### config.mk
export PLATFORM = sky130hd
export DESIGN_NAME = hpc3_rand_source
export DESIGN_NICKNAME = d
export VERILOG_FILES = /design/src/rtl/hpc3_rand_source.sv
export SDC_FILE = /design/constraint.sdc
export NUM_CORES = 1
export LEC_CHECK = 0
export CORE_UTILIZATION = 35
export CTS_CLUSTER_SIZE = 24
export DETAILED_ROUTE_END_ITERATION = 10
export PLACE_DENSITY = 0.55
export SLEW_MARGIN = 20
export SYNTH_ARGS = -nofsm -noshare
export SYNTH_HDL_FRONTEND = slang
export SYNTH_SLANG_ARGS = --single-unit
### constraint.sdc
create_clock -name in_clock -period 4.38 [get_ports in_clock]
set_input_delay 0.438 -clock in_clock [delete_from_list [all_inputs] [get_ports in_clock]]
set_output_delay 0.438 -clock in_clock [all_outputs]
set_load 0.01 [all_outputs]
### src/rtl/hpc3_rand_source.sv
// hpc3_rand_source: unrolled 64-bit Fibonacci LFSR that feeds fresh r/p masks to HPC3 multipliers
module hpc3_rand_source #(
    parameter int NUM_SHARES    = 3,
    parameter int BIT_WIDTH     = 1,
    parameter int NUM_MULS      = 2,
    parameter int WARMUP_CYCLES = 8,
    localparam int NUM_QUADRATIC = NUM_SHARES * (NUM_SHARES - 1) / 2,
    localparam int R_BITS        = NUM_MULS * NUM_QUADRATIC * BIT_WIDTH,
    localparam int STEP_BITS     = 2 * R_BITS
) (
    input  logic              in_clock,
    input  logic              in_reset,
    input  logic [63:0]       in_seed,
    input  logic              in_seed_valid,
    output logic              out_seed_ready,
    input  logic              in_enable,
    output logic              out_valid,
    output logic [R_BITS-1:0] out_r,
    output logic [R_BITS-1:0] out_p
);
    typedef enum logic [1:0] {UNSEEDED, WARMUP, RUN} state_t;
    state_t                r_state, w_next;
    logic [63:0]           r_lfsr, w_adv;
    logic [STEP_BITS-1:0]  w_stream;
    logic [7:0]            r_cnt;
    logic [R_BITS-1:0]     r_out_r, r_out_p;
    logic                  w_seed_hs, w_last_warm, w_load, w_adv_en;
    if (STEP_BITS > 64) begin : g_step_chk
        $error("hpc3_rand_source: STEP_BITS exceeds 64");
    end
    if (WARMUP_CYCLES < 1 || WARMUP_CYCLES > 255) begin : g_warm_chk
        $error("hpc3_rand_source: WARMUP_CYCLES out of range 1..255");
    end
    always_comb begin
        w_adv    = r_lfsr;
        w_stream = '0;
        for (int k = 0; k < STEP_BITS; k++) begin
            w_stream[k] = w_adv[63] ^ w_adv[62] ^ w_adv[60] ^ w_adv[59];
            w_adv       = {w_adv[62:0], w_stream[k]};
        end
    end
    // Counter starts at WARMUP_CYCLES so that many discard advances precede the first load.
    assign w_seed_hs   = in_seed_valid && out_seed_ready;
    assign w_last_warm = (r_state == WARMUP) && (r_cnt == 8'd0);
    assign w_load      = !w_seed_hs && (w_last_warm || ((r_state == RUN) && in_enable));
    assign w_adv_en    = (r_state == WARMUP) || w_load;
    always_ff @(posedge in_clock) begin
        r_state <= in_reset ? UNSEEDED : w_next;
    end
    always_comb begin
        w_next = w_seed_hs ? WARMUP : w_last_warm ? RUN : r_state;
    end
    always_comb begin
        out_seed_ready = (r_state != WARMUP);
        out_valid      = (r_state == RUN);
    end
    always_ff @(posedge in_clock) begin
        if (in_reset) begin
            r_lfsr  <= '0;
            r_cnt   <= '0;
            r_out_r <= '0;
            r_out_p <= '0;
        end else if (w_seed_hs) begin
            r_lfsr <= (in_seed == '0) ? 64'h1 : in_seed;
            r_cnt  <= 8'(WARMUP_CYCLES);
        end else begin
            if (w_adv_en)
                r_lfsr <= w_adv;
            if ((r_state == WARMUP) && (r_cnt != 8'd0))
                r_cnt <= r_cnt - 8'd1;
            if (w_load) begin
                r_out_r <= w_stream[R_BITS-1:0];
                r_out_p <= w_stream[STEP_BITS-1:R_BITS];
            end
        end
    end
    assign out_r = r_out_r;
    assign out_p = r_out_p;
endmodule

==> results_dict.tcl <==
set metrics [dict create \
    status "complete, no violations" \
    finalSetupViolations 0 \
    drc 0 \
    cp-endpoint "r_lfsr[4]" \
    start_util_pct 36.0 \
    core_area_sq_um 11400 \
    grt_pass1_wl_microns 18600 \
    rsz0062_at_grt "no" \
    async_reset_ff_share_pct 0 \
    post-route-period-util_pct 56.4 \
    syn_avg_cell_area_sq_um 8.16 \
    synth_cell_type_count 33 \
    r2r_cells 5 \
    track_usage_pct 20.4 \
    tns_ns 0 \
    skew_ns 0.00601 \
    nFillCells 1156 \
    cts_tree "yes" \
    synthToLayoutAreaGrowth_pct 29.5 \
    cts_sinks 86 \
    vias_per_cell 5.39 \
    rows 39 \
    critPathMaxFanout 56 \
    syn_inst 503 \
    synth-main-ff-cell "dfxtp_1" \
    cts_buffer_depth 2 \
    startpoint_type "flop" \
    ys_ff_latch 86 \
    crit_required_ns 4.58 \
    seqCellArea_sq_um 1720 \
    antenna_cells 0 \
    hpwlAfterDp_microns 8710 \
    insertion_delay_ns 0.33 \
    routabilityCongestion 0.790 \
    dieArea_sq_um 12200 \
    reg2reg_setup_slack_ns 1.91 \
    synthesis.area_sq_um 4110 \
    r2r-start "r_state[1]" \
    slew_viol_final 0 \
    setup_ws_ns 1.91 \
    power_density_nw_per_um2 498 \
    grt_max_degree 100 \
    timing.final.hold_violations 0 \
    cts_made_buffers 9 \
    routed_wl_microns 11900 \
    maxCapViolCount 0 \
    fp.dieW_microns 110 \
    path_clk_slew_ns 0.06 \
    worst_pin_slew_ns 0.983 \
    drive_gt1_share_pct 6.79 \
    layout.nets 625 \
    die_y_microns 110 \
    ir_drop_mv 0.249 \
    fin_util_pct 46.6 \
    ios 82 \
    period_needed_ns 2.47 \
    antenna_found_initial 0 \
    hold_path_class "flop to flop" \
    setup.worst_path.class "flop to flop" \
    syn_nets 573 \
    cts-resized-gates 0 \
    grt_pass1_vias 3596 \
    io_buffers 81 \
    cp-end-kind "flop" \
    slew-limit-headroom_pct 34.2 \
    seq_area_frac_synth_pct 41.9 \
    ys_warn_count 0 \
    synth_edf_count 0 \
    r2r-end "r_lfsr[4]" \
    drtIter0Drc 236 \
    drt_first_pass_iters 5 \
    num_vias 3786 \
    cts_setup_buffers 0 \
    grt.overflow.total 0 \
    htreeDepth 3 \
    crit_start "r_state[1]" \
    root_buffer "clkbuf_16" \
    fin_area_sq_um 5320 \
    wl_per_cell_microns 16.9 \
    p_leak_nw 1.84 \
    hold_buffers 0 \
    antenna_left 0 \
    worstPathArrival_ns 2.67 \
    multi_input_area_sq_um 2190 \
    postPlaceCellArea_sq_um 4960 \
    fmax_ghz 0.405 \
    post-place-ws_ns 1.84 \
]
[synth_stat cells, types with 2 or more instances]
library cell | instances | area (sq um)
nor2_1 | 74 | 278
o21ai_0 | 13 | 65.1
nand2b_1 | 15 | 93.8
a211oi_2 | 9 | 113
o22ai_1 | 12 | 75.1
a211oi_1 | 3 | 22.5
nand4_1 | 4 | 25.0
dfxtp_1 | 86 | 1720
ha_1 | 2 | 25.0
inv_1 | 3 | 11.3
nand3_1 | 52 | 260
buf_2 | 3 | 15.0
or3_1 | 2 | 12.5
nand3b_1 | 2 | 15.0
xnor2_1 | 26 | 228
clkbuf_1 | 35 | 131
buf_1 | 6 | 22.5
xor2_1 | 4 | 35.0
nand2_1 | 65 | 244
nor4_1 | 18 | 113
nor3_1 | 4 | 20.0
a21oi_1 | 3 | 15.0
a311oi_1 | 52 | 455
[worst min path at each step]
stage,from,endpoint,slack [ns],cells past startpoint
global route,r_lfsr[3],r_lfsr[3],0.51,2
detailed placement,r_lfsr[0],r_lfsr[12],0.48,2
global placement,r_lfsr[25],r_lfsr[37],0.47,2
floorplan,r_lfsr[0],r_lfsr[12],0.46,2
finish,r_lfsr[38],r_lfsr[50],0.48,2
CTS,r_lfsr[22],r_lfsr[34],0.48,2
[final cells by class]
class / instances / area share [%]
clock buffer: 11 / 4.75
clock inverter: 5 / 1.98
inverter: 3 / 0.212
multi-input combinational: 368 / 41.2
sequential: 86 / 32.4
tap: 143 / 3.36
timing repair buffer: 87 / 16.1
[worst max-delay path: stages (launching register included)]
cell and delay (ns):
dfxtp_1 0.39, nand2b_2 0.44, nand2_2 0.66, buf_4 0.42, o21ai_0 0.28, o22ai_1 0.12
[registers in the layout, indices dropped and copies added, names as in the netlist]
name,flops
r_cnt,8
r_state,2
r_lfsr,64
out_r,6
out_p,6
[logic make-up (layout without fill, tap and decap cells)]
group,Yosys count,after routing,share of synthesized area (%)
and+or+nand+nor,240,240,27.0
AOI/OAI and AO/OA,95,95,19.0
DFF,86,86,41.9
buffers and inverters,49,106,4.84
xor gates and xnor gates,30,30,6.40
adders and majority gates,2,2,0.609
muxes,1,1,0.244
[placed cells by master (no fill, tap or decap), drive strengths merged, types with 8 or more instances in the layout]
| cell type | n |
|---|---|
| dfxtp | 86 |
| nand2b | 15 |
| o21ai | 13 |
| clkbuf | 11 |
| o22ai | 12 |
| buf | 8 |
| nor4 | 19 |
| nor2 | 74 |
| xnor2 | 26 |
| a211oi | 12 |
| nand3 | 52 |
| clkdlybuf4s50 | 79 |
| a311oi | 52 |
| nand2 | 65 |
[routing by layer]
metal	track usage, %	up-vias	wire [microns]
met5	0	-	0
met4	5.64	0	159
met3	3.29	12	483
met2	34.3	80	5820
met1	26.8	1767	5430
li1	-	1927	-
[where the power goes]
group / leakage, nW / internal (mW) / total, mW / switching (mW)
Sequential: 0.710 / 0.911 / 0.998 / 0.0870
Clock: 0.168 / 0.588 / 0.897 / 0.309
Combinational: 0.958 / 0.325 / 0.755 / 0.430
[per-stage QoR]
step           hold slack, ns  instances  power (mW)
2_1_floorplan           0.458        503        1.50
3_3_place_gp            0.468        687        1.75
3_5_place_dp            0.476        687        1.76
4_1_cts                 0.484        703        2.66
5_1_grt                 0.509        703        2.78
6_report                0.482        703        2.65
Power figures use the tool's default switching activity.
